==> config.mk <==
export PLATFORM = sky130hd
export DESIGN_NAME = blinker_top_entity_0
export DESIGN_NICKNAME = d
export VERILOG_FILES = /design/src/rtl/blinker_pkg.sv /design/src/rtl/blinker_sync_2ff.sv /design/src/rtl/blinker_top_entity_0.sv
export SDC_FILE = /design/constraint.sdc
export NUM_CORES = 1
export LEC_CHECK = 0
export BUFFER_PORTS_ARGS = -buffer_cell sky130_fd_sc_hd__clkbuf_2
export CAP_MARGIN = 25
export CORE_UTILIZATION = 60
export DETAILED_ROUTE_END_ITERATION = 8
export MAX_ROUTING_LAYER = met4
export PLACE_DENSITY = 0.77
export SLEW_MARGIN = 20
export SYNTH_ARGS = -nofsm -noshare
export SYNTH_HDL_FRONTEND = slang
export SYNTH_SLANG_ARGS = --single-unit
==> constraint.sdc <==
create_clock -name system1000 -period 6.7 [get_ports system1000]
set_clock_uncertainty 0.2 [all_clocks]
set_input_delay 1.34 -clock system1000 [delete_from_list [all_inputs] [get_ports system1000]]
set_output_delay 1.34 -clock system1000 [all_outputs]
set_load 0.05 [all_outputs]
==> src/rtl/blinker_pkg.sv <==
// Shared constants and helpers for the LED blinker.
package blinker_pkg;

    // Roughly half a second at 50 MHz.
    localparam int DEFAULT_HALF_PERIOD = 25_000_000;

    // Bits needed to hold 0 .. half_period-1 (ceil(log2)), never below one bit.
    function automatic int blinker_cnt_width(input int half_period);
        int width;
        width = 0;
        for (int i = 0; i < 32; i++) begin
            if ((longint'(1) << i) < longint'(half_period)) begin
                width = i + 1;
            end
        end
        return (width < 1) ? 1 : width;
    endfunction

endpackage

==> src/rtl/blinker_sync_2ff.sv <==
// Two-flop synchronizer for slow asynchronous level inputs.
module sync_2ff #(
    parameter int WIDTH = 1
) (
    input  logic             clk_i,
    input  logic             rst_i,
    input  logic [WIDTH-1:0] d_i,
    output logic [WIDTH-1:0] q_o
);

    logic [WIDTH-1:0] meta_q;
    logic [WIDTH-1:0] sync_q;

    // First stage may go metastable; the second stage gives it a cycle to settle.
    always_ff @(posedge clk_i or posedge rst_i) begin
        if (rst_i) begin
            meta_q <= '0;
            sync_q <= '0;
        end else begin
            meta_q <= d_i;
            sync_q <= meta_q;
        end
    end

    assign q_o = sync_q;

endmodule

==> src/rtl/blinker_top_entity_0.sv <==
// LED blinker: toggles the LED every HALF_PERIOD enabled clock cycles.
// The enable is synchronized first; dropping it pauses the count in place.
module blinker_top_entity_0
    import blinker_pkg::*;
#(
    parameter int HALF_PERIOD = DEFAULT_HALF_PERIOD,
    parameter int CNT_WIDTH   = blinker_cnt_width(HALF_PERIOD)
) (
    input  logic system1000,
    input  logic system1000_rstn,
    input  logic eta_i1,
    output logic topLet_o
);

    // Terminal count; HALF_PERIOD=1 makes this 0 so every enabled cycle toggles.
    localparam logic [CNT_WIDTH-1:0] CNT_TERM = CNT_WIDTH'(HALF_PERIOD - 1);

    logic                 en_s;
    logic [CNT_WIDTH-1:0] cnt_q;
    logic [CNT_WIDTH-1:0] cnt_d;
    logic                 led_q;
    logic                 led_d;

    // Bring the asynchronous enable into the system1000 domain.
    sync_2ff #(
        .WIDTH (1)
    ) u_en_sync (
        .clk_i (system1000),
        .rst_i (system1000_rstn),
        .d_i   (eta_i1),
        .q_o   (en_s)
    );

    // Next count/LED: count up while enabled, clear and toggle at terminal, hold when paused.
    always_comb begin
        cnt_d = cnt_q;
        led_d = led_q;
        if (en_s) begin
            if (cnt_q == CNT_TERM) begin
                cnt_d = '0;
                led_d = ~led_q;
            end else begin
                cnt_d = cnt_q + CNT_WIDTH'(1);
            end
        end
    end

    // Counter and LED state, cleared immediately by the asynchronous reset.
    always_ff @(posedge system1000 or posedge system1000_rstn) begin
        if (system1000_rstn) begin
            cnt_q <= '0;
            led_q <= 1'b0;
        end else begin
            cnt_q <= cnt_d;
            led_q <= led_d;
        end
    end

    assign topLet_o = led_q;

endmodule

### Word-level counts from Yosys, hierarchy flattened

Index checks and enable logic that the tools add are counted.

| storage, ports and cells | value |
|---|---|
| memories | 0 |
| bits in writable memories | 0 |
| latch bits | 0 |
| flip-flop bits (word level) | 28 |
| ROM bits | 0 |
| input port bits | 3 |
| word-level logic and storage cells | 9 |

| operators by class | value |
|---|---|
| multipliers | 0 |
| order comparisons | 0 |
| reductions and logical operators | 1 |
| shift-type cells | 0 |
| bitwise operators | 1 |
| divide/modulo/power cells | 0 |
| multiplexer cells | 1 |
| equality and inequality tests | 1 |
| $add $sub $neg | 1 |

Operators with widths:

| kind | number |
|---|---|
| 25-bit by 1-bit adder with 25-bit output (second input constant) | 1 |
| 25-bit == test (second input constant) | 1 |
| 25-bit 2-to-1 mux | 1 |
| 2-bit AND reduction | 1 |
| 1-bit NOT | 1 |

### Longest topological paths before layout

Gate-level depths: netlist of run 1.

| depth | value |
|---|---|
| depth after elaboration | 2 |
| depth in mapped cells | 6 |
| depth with buffers taken out | 5 |

### Cells and area by module

A second synthesis of run 1 with hierarchy kept.

| unflattened totals | value |
|---|---|
| cell total of the unflattened synthesis | 125 |
| area total of the unflattened synthesis | 1348.8 um^2 |

By module, submodules not included:

| module | cells an instance | sequential area each (um^2) | area an instance (um^2) | times used |
|---|---|---|---|---|
| blinker_top_entity_0 | 122 | 650.6 | 1295.0 | 1 |
| sync_2ff | 3 | 50.0 | 53.8 | 1 |

### Least setup slack after synthesis of run 1

No wires, ideal clock.

| path | value |
|---|---|
| path type | reg-to-reg |
| start | register cnt_q[6] |
| end | register cnt_q[11] |
| required time | 6.381 ns |
| cell stages (with the launch flop) | 6 |
| period minus slack after synthesis | 2.281 ns |
| arrival | 1.962 ns |
| buffers on the path | 1 |
| library setup time | 0.119 ns |
| setup slack | 4.419 ns |
| cells stage by stage | dfrtp_1 > or4b_1 > or4_4 > nor4_4 > buf_6 > nor2_2 |

| on the way | value |
|---|---|
| longest elaborated chain between the ends | 2 |
| elaborated cells between the ends (all ways) | 3 |
| those cells by class | add/sub (1); eq/ne (1); mux (1) |

Ends and longest elaborated chain:

| what | line | text |
|---|---|---|
| start, declared | blinker_top_entity_0.sv:19 | `logic [CNT_WIDTH-1:0] cnt_q;` |
| start signal, assigned | blinker_top_entity_0.sv:54 | `cnt_q <= cnt_d;` |
| 25-bit by 1-bit adder with 25-bit output or 25-bit == test (tied branches) | blinker_top_entity_0.sv:43, blinker_top_entity_0.sv:39 |  |
| 25-bit 2-to-1 mux (*) | blinker_top_entity_0.sv:39 | `if (cnt_q == CNT_TERM) begin` |

Every way passes the cells marked *; elsewhere a longest branch is shown, timed or not.
A chain may end at the register's enable or synchronous reset.

### Worst setup path after layout of run 1

| path | value |
|---|---|
| start | register cnt_q[23] |
| end | register led_q (netlist: topLet_o) |

| on the way | value |
|---|---|
| longest elaborated chain between the ends | 2 |

Ends and longest elaborated chain:

| what | line | text |
|---|---|---|
| 25-bit == test | blinker_top_entity_0.sv:39 |  |
| 2-bit AND reduction (no line) | n/a |  |
| end signal, assigned | blinker_top_entity_0.sv:55 | `led_q <= led_d;` |
| end, declared | blinker_top_entity_0.sv:21 | `logic led_q;` |

No other way between the ends.

==> run metrics, run 1 <==
outcome complete, no violations; clock sinks 28; layout cells sized above 1 19.4%; vias in the first global route 941; clock slew seen by the registers of the worst setup and hold paths 0.15 ns; worst vdd ir 218 uV; mean area per synthesized cell 10.5 um^2; global placer's final weighted congestion 0.826; TritonCTS clock tree done; min cycle time layout 2.65 ns; mux cell area share after synthesis 0.712%; fin crit share 39.6%; floorplan row count 17; Slew Viols, Final 0; crit path buf inv count 1; Setup Crit Path Kind flip-flop to flip-flop; post-CTS sizing 0; hold-fix buffers at CTS 0; Die X-Extent 50.4 um; DR WL/cell 14.7 um; I/O pin total 4; drt via density 5.92; first-pass GRT wire length 4320 um; most frequent cells in the layout dfrtp_1, xnor2_1, nand3_1; CP top delay family simple AND/OR/NAND/NOR gates; P&R area growth vs syn 5.78%; sequential-to-total area share from yosys stat 49.8%; Synth Area in XOR/XNOR 10.6%; grt ovf 0; most common cell after layout, fill and taps aside dfrtp_1; Final Setup Violations 0; Async SR Flop Fraction 100%; Hold Vio Cnt, Final 0; Worst Tran Pin Value 0.689 ns; Nets 144; Setup crit start kind flip-flop; Setup crit end kind flip-flop; Max-Cap Viols 0; Ys Warns 0; LEAKAGE 0.619 nW; largest net degree at the start of global routing 29; DR iter-0 viols 20; Worst EP arrival 2.72 ns; syn_nets 138; synthesized area 1410 um^2; DP HPWL 1760 um; Core Region 2210 um^2; Fin Setup TNS 0 ns; Hold Crit Class flip-flop to flip-flop; PD cells 237 nW/um^2; top_reg_cell synth dfrtp_1; crit path max fanout 9; clock insertion delay at the later pin of the skew report 0.33 ns; Post-Synth Adder-Cell Area 0.890%; synthesized netlist cell count 134; slowest library cell on the worst path nor4_4; post-synthesis register bit count 28; Synth Area in Compound Gates 7.30%; CP max stage delay 0.53 ns; CTS Buffer Depth 2; DRT Pass-1 Iters 4; RSZ-0062 raised after global routing false; Yosys cell types 33; Max-slew headroom 53.8%; Initial Util 63.6%; EDFF count, synth 0; initial antenna violation count 0; CP Cell Sequence or4b_1, or4_4, nor4_4, buf_6, xor2_1; H-tree depth 1; ANT cells 0; GRT Util Overall 23.5%; DIE HEIGHT 50.4 um; count of input and output buffers 3; DRC 0; largest family of logic cells by synthesized area simple AND/OR/NAND/NOR gates; worst endpoint required time 6.77 ns; TritonCTS buffer count 3; antenna violation net count after detailed routing 0; final core area utilization 67.3%; simple logic cell fraction of the synthesized area 27.6%; detailed-route wire length 2460 um; Die ar. 2540 um^2; Via Count 989; post-CTS setup repair buffer count 0; FMAX 377 MHz; root buf cell clkbuf_4
-- layout make-up --
type                            instances  area [um^2]
Clock buffer                            4         36.3
Tap cell                               28         35.0
Timing Repair Buffer                    4         26.3
Fill cell                             166          724
Multi-Input combinational cell         97          667
Inverter                                6         22.5
Sequential cell                        28          701
-- layer usage --
metal | up-vias | track usage [%] | part of all wire (%)
li1 | 493 | - | -
met1 | 466 | 32.8 | 50
met2 | 28 | 35.8 | 45
met3 | 2 | 3.64 | 4.2
met4 | 0 | 6.48 | 0.86
met5 | - | - | 0
-- synth_stat cells (2+ instances only) --
cell     number  share of area [%]
dfrtp_1      28                 50
xnor2_1      11                6.9
nand3_1      10                3.6
nand2_1       9                2.4
nor2_2        8                3.6
nand4_1       7                3.1
a21oi_1       6                2.1
inv_1         6                1.6
xor2_1        6                3.7
nor2_1        5                1.3
or4_1         4                2.1
and4_1        3                1.9
o21ai_0       3                1.1
or3_1         3                1.3
a21oi_2       2                1.2
a31o_2        2                1.2
buf_2         2               0.71
nor3_1        2               0.71
nor4_1        2               0.89
o31ai_1       2                1.1
-- state kept, by name, summed over array words and instances (netlist names) --
name	count
cnt_q	25
topLet_o	1
u_en_sync.meta_q	1
u_en_sync.q_o	1
-- metrics by stage --
step	total power [mW]	cell area [um^2]	cells	worst slack [ns]	hold WS, ns
after CTS	0.357	1480	167	4.05	0.170
after global routing	0.372	1490	167	3.95	0.185
final	0.352	1490	167	4.05	0.168
after detailed placement	0.275	1450	163	4.07	0.138
after floorplan	0.261	1410	134	4.42	0.131
after global placement	0.270	1440	162	3.91	0.136
-- report_power, final --
group          internal [mW]  leakage, nW  switching, mW  total [mW]
registers              0.189        0.375         0.0271       0.216
clock network         0.0333       0.0210         0.0487      0.0820
logic                 0.0264        0.223         0.0277      0.0540
total                  0.249        0.619          0.104       0.352
-- worst paths after layout --
path,cells after the start,from,to,slack (ns)
setup / recovery,5,cnt_q[23]$_DFFE_PP0P_,topLet_o$_DFFE_PP0P_,4.05
hold / removal,0,u_en_sync.meta_q$_DFF_PP0_,u_en_sync.q_o$_DFF_PP0_,0.17
setup reg to reg,5,cnt_q[23]$_DFFE_PP0P_,topLet_o$_DFFE_PP0P_,4.05
hold reg to reg,0,u_en_sync.meta_q$_DFF_PP0_,u_en_sync.q_o$_DFF_PP0_,0.17
max in group asynchronous,2,system1000_rstn,cnt_q[12]$_DFFE_PP0P_,5.10
min in group asynchronous,2,system1000_rstn,cnt_q[20]$_DFFE_PP0P_,0.82
-- kinds of logic (layout without fill, tap and decap cells) --
kind of cell / Yosys count / in the layout
AOI/OAI and AO/OA: 16 / 16
muxes: 1 / 1
adders and majority gates: 1 / 1
xor gates and xnor gates: 17 / 17
DFF: 28 / 28
buffers and inverters: 9 / 14
and+or+nand+nor: 62 / 62
Power figures use the tool's default switching activity.
==> run 2: changes to the inputs <==
- clock period: 6.7 -> 2.5 ns (I/O delays scaled with it)
==> run metrics, run 2 (synthesized netlist as in run 1, its figures left out) <==
CTS Buffer Depth 2 (unchanged); first-pass GRT wire length 4660 um (+7.8%); RSZ-0062 raised after global routing false; slowest library cell on the worst path or4_1; CP dominant cell by count or4_1; vias in the first global route 980 (+4.1%); DP HPWL 1890 um (+7.3%); worst vdd ir 536 uV (+150%); TritonCTS buffer count 3 (unchanged); Setup crit end kind flip-flop; Hold Crit Depth 1 (+1); Max-slew headroom 68.5% (+15 points); Crit Reg-Reg Startpoint cnt_q[2]$_DFFE_PP0P_; H-tree depth 1 (unchanged); Worst Tran Pin Value 0.471 ns (-0.218 ns); DRT Pass-1 Iters 4 (unchanged); Final Setup Violations 0 (unchanged); met1 wire length 1310 um (+7.7%); TritonCTS clock tree done; layout cells sized above 1 21.2% (+1.8 points); grt ovf 0 (unchanged); worst endpoint required time 2.56 ns (-4.21 ns); min-delay src eta_i1; Die ar. 2540 um^2 (unchanged); outcome complete, no violations; sequential share of power 56.0% (-5.4 points); slack of the critical path 0.217 ns (-3.83 ns); Via Count 1023 (+3.4%); ANT cells 0 (unchanged); root buf cell clkbuf_4; Setup Crit Path Kind flip-flop to flip-flop; DR iter-0 viols 54 (+170%); CP Cell Sequence nand4_2, or4_1, or4_1, a21oi_2; Core Region 2210 um^2 (unchanged); Die X-Extent 50.4 um (unchanged); DIE HEIGHT 50.4 um (unchanged); internal power 751 uW (+200%); clock sinks 28 (unchanged); drt via density 5.88 (-0.72%); I/O pin total 4 (unchanged); Logic pwr share 15.6% (+0.3 points); max reg flops 25 (unchanged); P&R area growth vs syn 10.2%; crit path max fanout 6 (-3); most frequent cells in the layout dfrtp_1, xnor2_1, nand3_1; floorplan row count 17 (unchanged); Top reg by flops cnt_q; CP max stage delay 0.63 ns (+0.10 ns); initial antenna violation count 0 (unchanged); met2 wire length 1290 um (+16%); Reg2Reg Capture Point cnt_q[24]$_DFFE_PP0P_; Nets 151 (+4.9%); detailed-route wire length 2680 um (+9.2%); fin crit share 91.3% (+52 points); FMAX 438 MHz (+16%); P_sw 289 uW (+180%); post-CTS sizing 0 (unchanged); proportion of power drawn by the clock network 28.4% (+5.1 points); Worst EP arrival 2.35 ns (-0.37 ns); clock slew seen by the registers of the worst setup and hold paths 0.15 ns (about the same); largest net degree at the start of global routing 29 (unchanged); highest routed layer met4; final core area utilization 70.1% (+2.8 points); antenna violation net count after detailed routing 0 (unchanged); count of input and output buffers 3 (unchanged); DR WL/cell 15.4 um (+4.8%); global placer's final weighted congestion 0.825 (about the same); R2R setup slack 0.22 ns (-3.83 ns); pre-CTS setup slack 0.258 ns (-3.81 ns); Fill cells 163 (-1.8%); Hold Vio Cnt, Final 0 (unchanged); Switching Share 27.8% (-1.6 points); clock insertion delay at the later pin of the skew report 0.33 ns (about the same); DRC 0 (unchanged); Max-Cap Viols 0 (unchanged); GRT Util Overall 25.9% (+2.4 points); Initial Util 63.6% (unchanged); Hold Crit Class input port to flip-flop; met3 wire len 58 um (-44%); LEAKAGE 0.660 nW (+6.7%); Slew Viols, Final 0 (unchanged); Worst Hold Path EP u_en_sync.meta_q$_DFF_PP0_; Setup crit start kind flip-flop; most common cell after layout, fill and taps aside dfrtp_1; PD cells 671 nW/um^2 (+180%); Fin Setup TNS 0 ns (unchanged); min cycle time layout 2.28 ns (-0.367 ns); reg2reg path depth 4 (-1)
run 2: worst max path at each step:
stage                               startpoint               endpoint  slack [ns]  cells past startpoint
after CTS                 cnt_q[6]$_DFFE_PP0P_   topLet_o$_DFFE_PP0P_        0.23                      5
after floorplan           cnt_q[6]$_DFFE_PP0P_   cnt_q[5]$_DFFE_PP0P_        0.22                      5
after global placement    cnt_q[6]$_DFFE_PP0P_   topLet_o$_DFFE_PP0P_        0.31                      5
after detailed placement  cnt_q[6]$_DFFE_PP0P_   topLet_o$_DFFE_PP0P_        0.26                      5
final                     cnt_q[2]$_DFFE_PP0P_  cnt_q[24]$_DFFE_PP0P_        0.22                      4
after global routing      cnt_q[6]$_DFFE_PP0P_   topLet_o$_DFFE_PP0P_        0.14                      5
run 2: what timing repair did:
item,in CTS,in global routing
hold endpoints to repair,20,0
hold buffers,1,0
buffers inserted,0,0
run 2: metal layers:
layer | up-vias | global-route usage (%)
li1 | 508 | -
met1 | 498 | 36.3
met2 | 15 | 39.3
met3 | 2 | 3.64
met4 | 0 | 7.87
met5 | - | -
run 2: stage by stage:
stage / area, um^2 / power (mW) / cells / hold slack, ns
CTS: 1550 / 1.05 / 174 / 0.0568
floorplan: 1410 / 0.699 / 134 / 0.131
detailed placement: 1490 / 0.749 / 169 / 0.164
finish: 1550 / 1.04 / 174 / 0.0604
global route: 1550 / 1.09 / 174 / 0.0433
global placement: 1490 / 0.741 / 169 / 0.132
run 2: power by group through the flow:
stage               Clock [mW]  Combinational, mW  Sequential, mW
finish                   0.295              0.162           0.582
global route             0.315              0.183           0.590
CTS                      0.301              0.165           0.581
detailed placement           0              0.163           0.586
global placement             0              0.155           0.586
floorplan                    0              0.128           0.572
run 2: cell type report:
| class | instances | area, um^2 | area share (%) |
|---|---|---|---|
| clock inverters | 1 | 30.0 | 1.94 |
| flip-flops and latches | 28 | 701 | 45.2 |
| multi-input cells | 97 | 662 | 42.7 |
| well taps | 28 | 35.0 | 2.26 |
| inverters | 6 | 22.5 | 1.45 |
| repair buffers | 11 | 77.6 | 5.00 |
| clock buffers | 3 | 22.5 | 1.45 |
run 2: worst max-delay path: cells and delay by family (launching register included):
family,cells,cell delay [ns]
compound gates,1,0.17
simple gates,3,1.38
flops,1,0.47
==> run 3: changes to the inputs <==
- CORE_MARGIN: default -> 1.5
==> run metrics, run 3 (synthesized netlist as in run 1, its figures left out) <==
post-CTS sizing 0 (unchanged); Setup Crit Path Kind flip-flop to flip-flop; H-tree depth 1 (unchanged); Setup crit end kind flip-flop; layout cells sized above 1 21.2% (unchanged); DR WL/cell 15.1 um (-1.7%); reg2reg path depth 5 (+1); detailed-route wire length 2640 um (-1.7%); initial antenna violation count 0 (unchanged); met1 wire length 1320 um (+0.69%); Setup crit start kind flip-flop; Via Count 1061 (+3.7%); antenna violation net count after detailed routing 0 (unchanged); met2 wire length 1210 um (-6.2%); worst endpoint required time 2.55 ns (about the same); Reg2Reg Capture Point cnt_q[20]$_DFFE_PP0P_; CP top delay family simple AND/OR/NAND/NOR gates; largest net degree at the start of global routing 29 (unchanged); GRT Util Overall 23.7% (-2.2 points); floorplan row count 17 (unchanged); slowest library cell on the worst path or4_1; DIE HEIGHT 51.4 um (+2.0%); Top reg by flops cnt_q; met3 wire len 79 um (+36%); global placer's final weighted congestion 0.808 (-2.0%); Crit Reg-Reg Startpoint u_en_sync.q_o$_DFF_PP0_; clock insertion delay at the later pin of the skew report 0.32 ns (about the same); drt via density 6.10 (+3.7%); DR iter-0 viols 22 (-59%); Initial Util 63.6% (unchanged); first-pass GRT wire length 4550 um (-2.2%); Max-Cap Viols 0 (unchanged); DP HPWL 1890 um (+0.19%); CP max stage delay 0.63 ns (about the same); Fin Setup TNS 0 ns (unchanged); Worst Tran Pin Value 0.451 ns (-0.0195 ns); Nets 151 (unchanged); CTS Buffer Depth 2 (unchanged); R2R setup slack 0.18 ns (-0.04 ns); CP Cell Sequence nand4_2, or4_1, buf_4, or3_1, a21oi_1; DRT Pass-1 Iters 4 (unchanged); worst vdd ir 556 uV (+3.8%); final core area utilization 69.3% (-0.74 points); slack of the critical path 0.179 ns (-0.0377 ns); Fill cells 184 (+13%); PD cells 628 nW/um^2 (-6.3%); Hold Vio Cnt, Final 0 (unchanged); Final Setup Violations 0 (unchanged); ANT cells 0 (unchanged); highest routed layer met4; Slew Viols, Final 0 (unchanged); max reg flops 25 (unchanged); TritonCTS buffer count 3 (unchanged); pre-CTS setup slack 0.195 ns (-0.0628 ns); clock slew seen by the registers of the worst setup and hold paths 0.14 ns (about the same); LEAKAGE 0.654 nW (-0.95%); hold slack 0.0803 ns (+0.0199 ns); P&R area growth vs syn 9.07%; Hold Crit Depth 1 (unchanged); I/O pin total 4 (unchanged); most common cell after layout, fill and taps aside dfrtp_1; clock sinks 28 (unchanged); Max-slew headroom 69.8% (+1.3 points); FMAX 431 MHz (-1.6%); post-CTS setup repair buffer count 0 (unchanged); count of input and output buffers 3 (unchanged); RSZ-0062 raised after global routing false; min-delay src eta_i1; crit path max fanout 8 (+2); fin crit share 92.8% (+1.5 points); crit path buf inv count 1 (+1); min cycle time layout 2.32 ns (+0.0377 ns); Die ar. 2640 um^2 (+4.0%); Final Power 964 uW (-7.3%); Worst EP arrival 2.37 ns (+0.02 ns); hold-fix buffers at CTS 1 (unchanged); Die X-Extent 51.4 um (+2.0%); most frequent cells in the layout dfrtp_1, xnor2_1, nand3_1; root buf cell clkbuf_4; Hold Crit Class input port to flip-flop; DRC 0 (unchanged); grt ovf 0 (unchanged); outcome complete, no violations; vias in the first global route 1057 (+7.9%); Worst Hold Path EP u_en_sync.meta_q$_DFF_PP0_; Core Region 2210 um^2 (unchanged); TritonCTS clock tree done
[run 3: how the worst max path moves through the flow]
| stage | slack (ns) | cells past startpoint | start | end |
|---|---|---|---|---|
| detailed placement | 0.20 | 5 | u_en_sync.q_o$_DFF_PP0_ | cnt_q[20]$_DFFE_PP0P_ |
| finish | 0.18 | 5 | u_en_sync.q_o$_DFF_PP0_ | cnt_q[20]$_DFFE_PP0P_ |
| global placement | 0.29 | 5 | u_en_sync.q_o$_DFF_PP0_ | cnt_q[20]$_DFFE_PP0P_ |
| global route | 0.06 | 5 | u_en_sync.q_o$_DFF_PP0_ | cnt_q[20]$_DFFE_PP0P_ |
| floorplan | 0.22 | 5 | cnt_q[6]$_DFFE_PP0P_ | cnt_q[5]$_DFFE_PP0P_ |
| CTS | 0.19 | 5 | u_en_sync.q_o$_DFF_PP0_ | cnt_q[20]$_DFFE_PP0P_ |
[run 3: stage by stage]
step,instances,cell area (um^2)
6_report,174,1530
5_1_grt,174,1530
4_1_cts,174,1530
3_5_place_dp,169,1490
3_3_place_gp,169,1490
2_1_floorplan,134,1410
[run 3: where the power goes]
group / leakage (nW) / total (mW) / internal [mW] / switching (mW)
combinational: 0.258 / 0.166 / 0.0813 / 0.0843
sequential: 0.375 / 0.584 / 0.507 / 0.0774
clock: 0.0210 / 0.214 / 0.0890 / 0.125
[run 3: layout make-up]
| class | instances | area, um^2 | area share [%] |
|---|---|---|---|
| sequential | 28 | 701 | 45.7 |
| multi-input combinational | 97 | 662 | 43.1 |
| timing repair buffer | 11 | 77.6 | 5.06 |
| clock buffer | 4 | 36.3 | 2.37 |
| tap | 28 | 35.0 | 2.28 |
| inverter | 6 | 22.5 | 1.47 |
[run 3: worst reg2reg max path, delay by kind of cell, from the launching register on]
family | cells | cell delay (ns)
and+or+nand+nor | 3 | 1.18
AOI/OAI and AO/OA | 1 | 0.16
DFF | 1 | 0.51
buffers and inverters | 1 | 0.20
[run 3: metal layers]
layer	global-route usage [%]	vias up
met5	-	-
met4	9.21	0
met3	3.80	4
met2	35.5	25
met1	32.6	527
li1	-	505
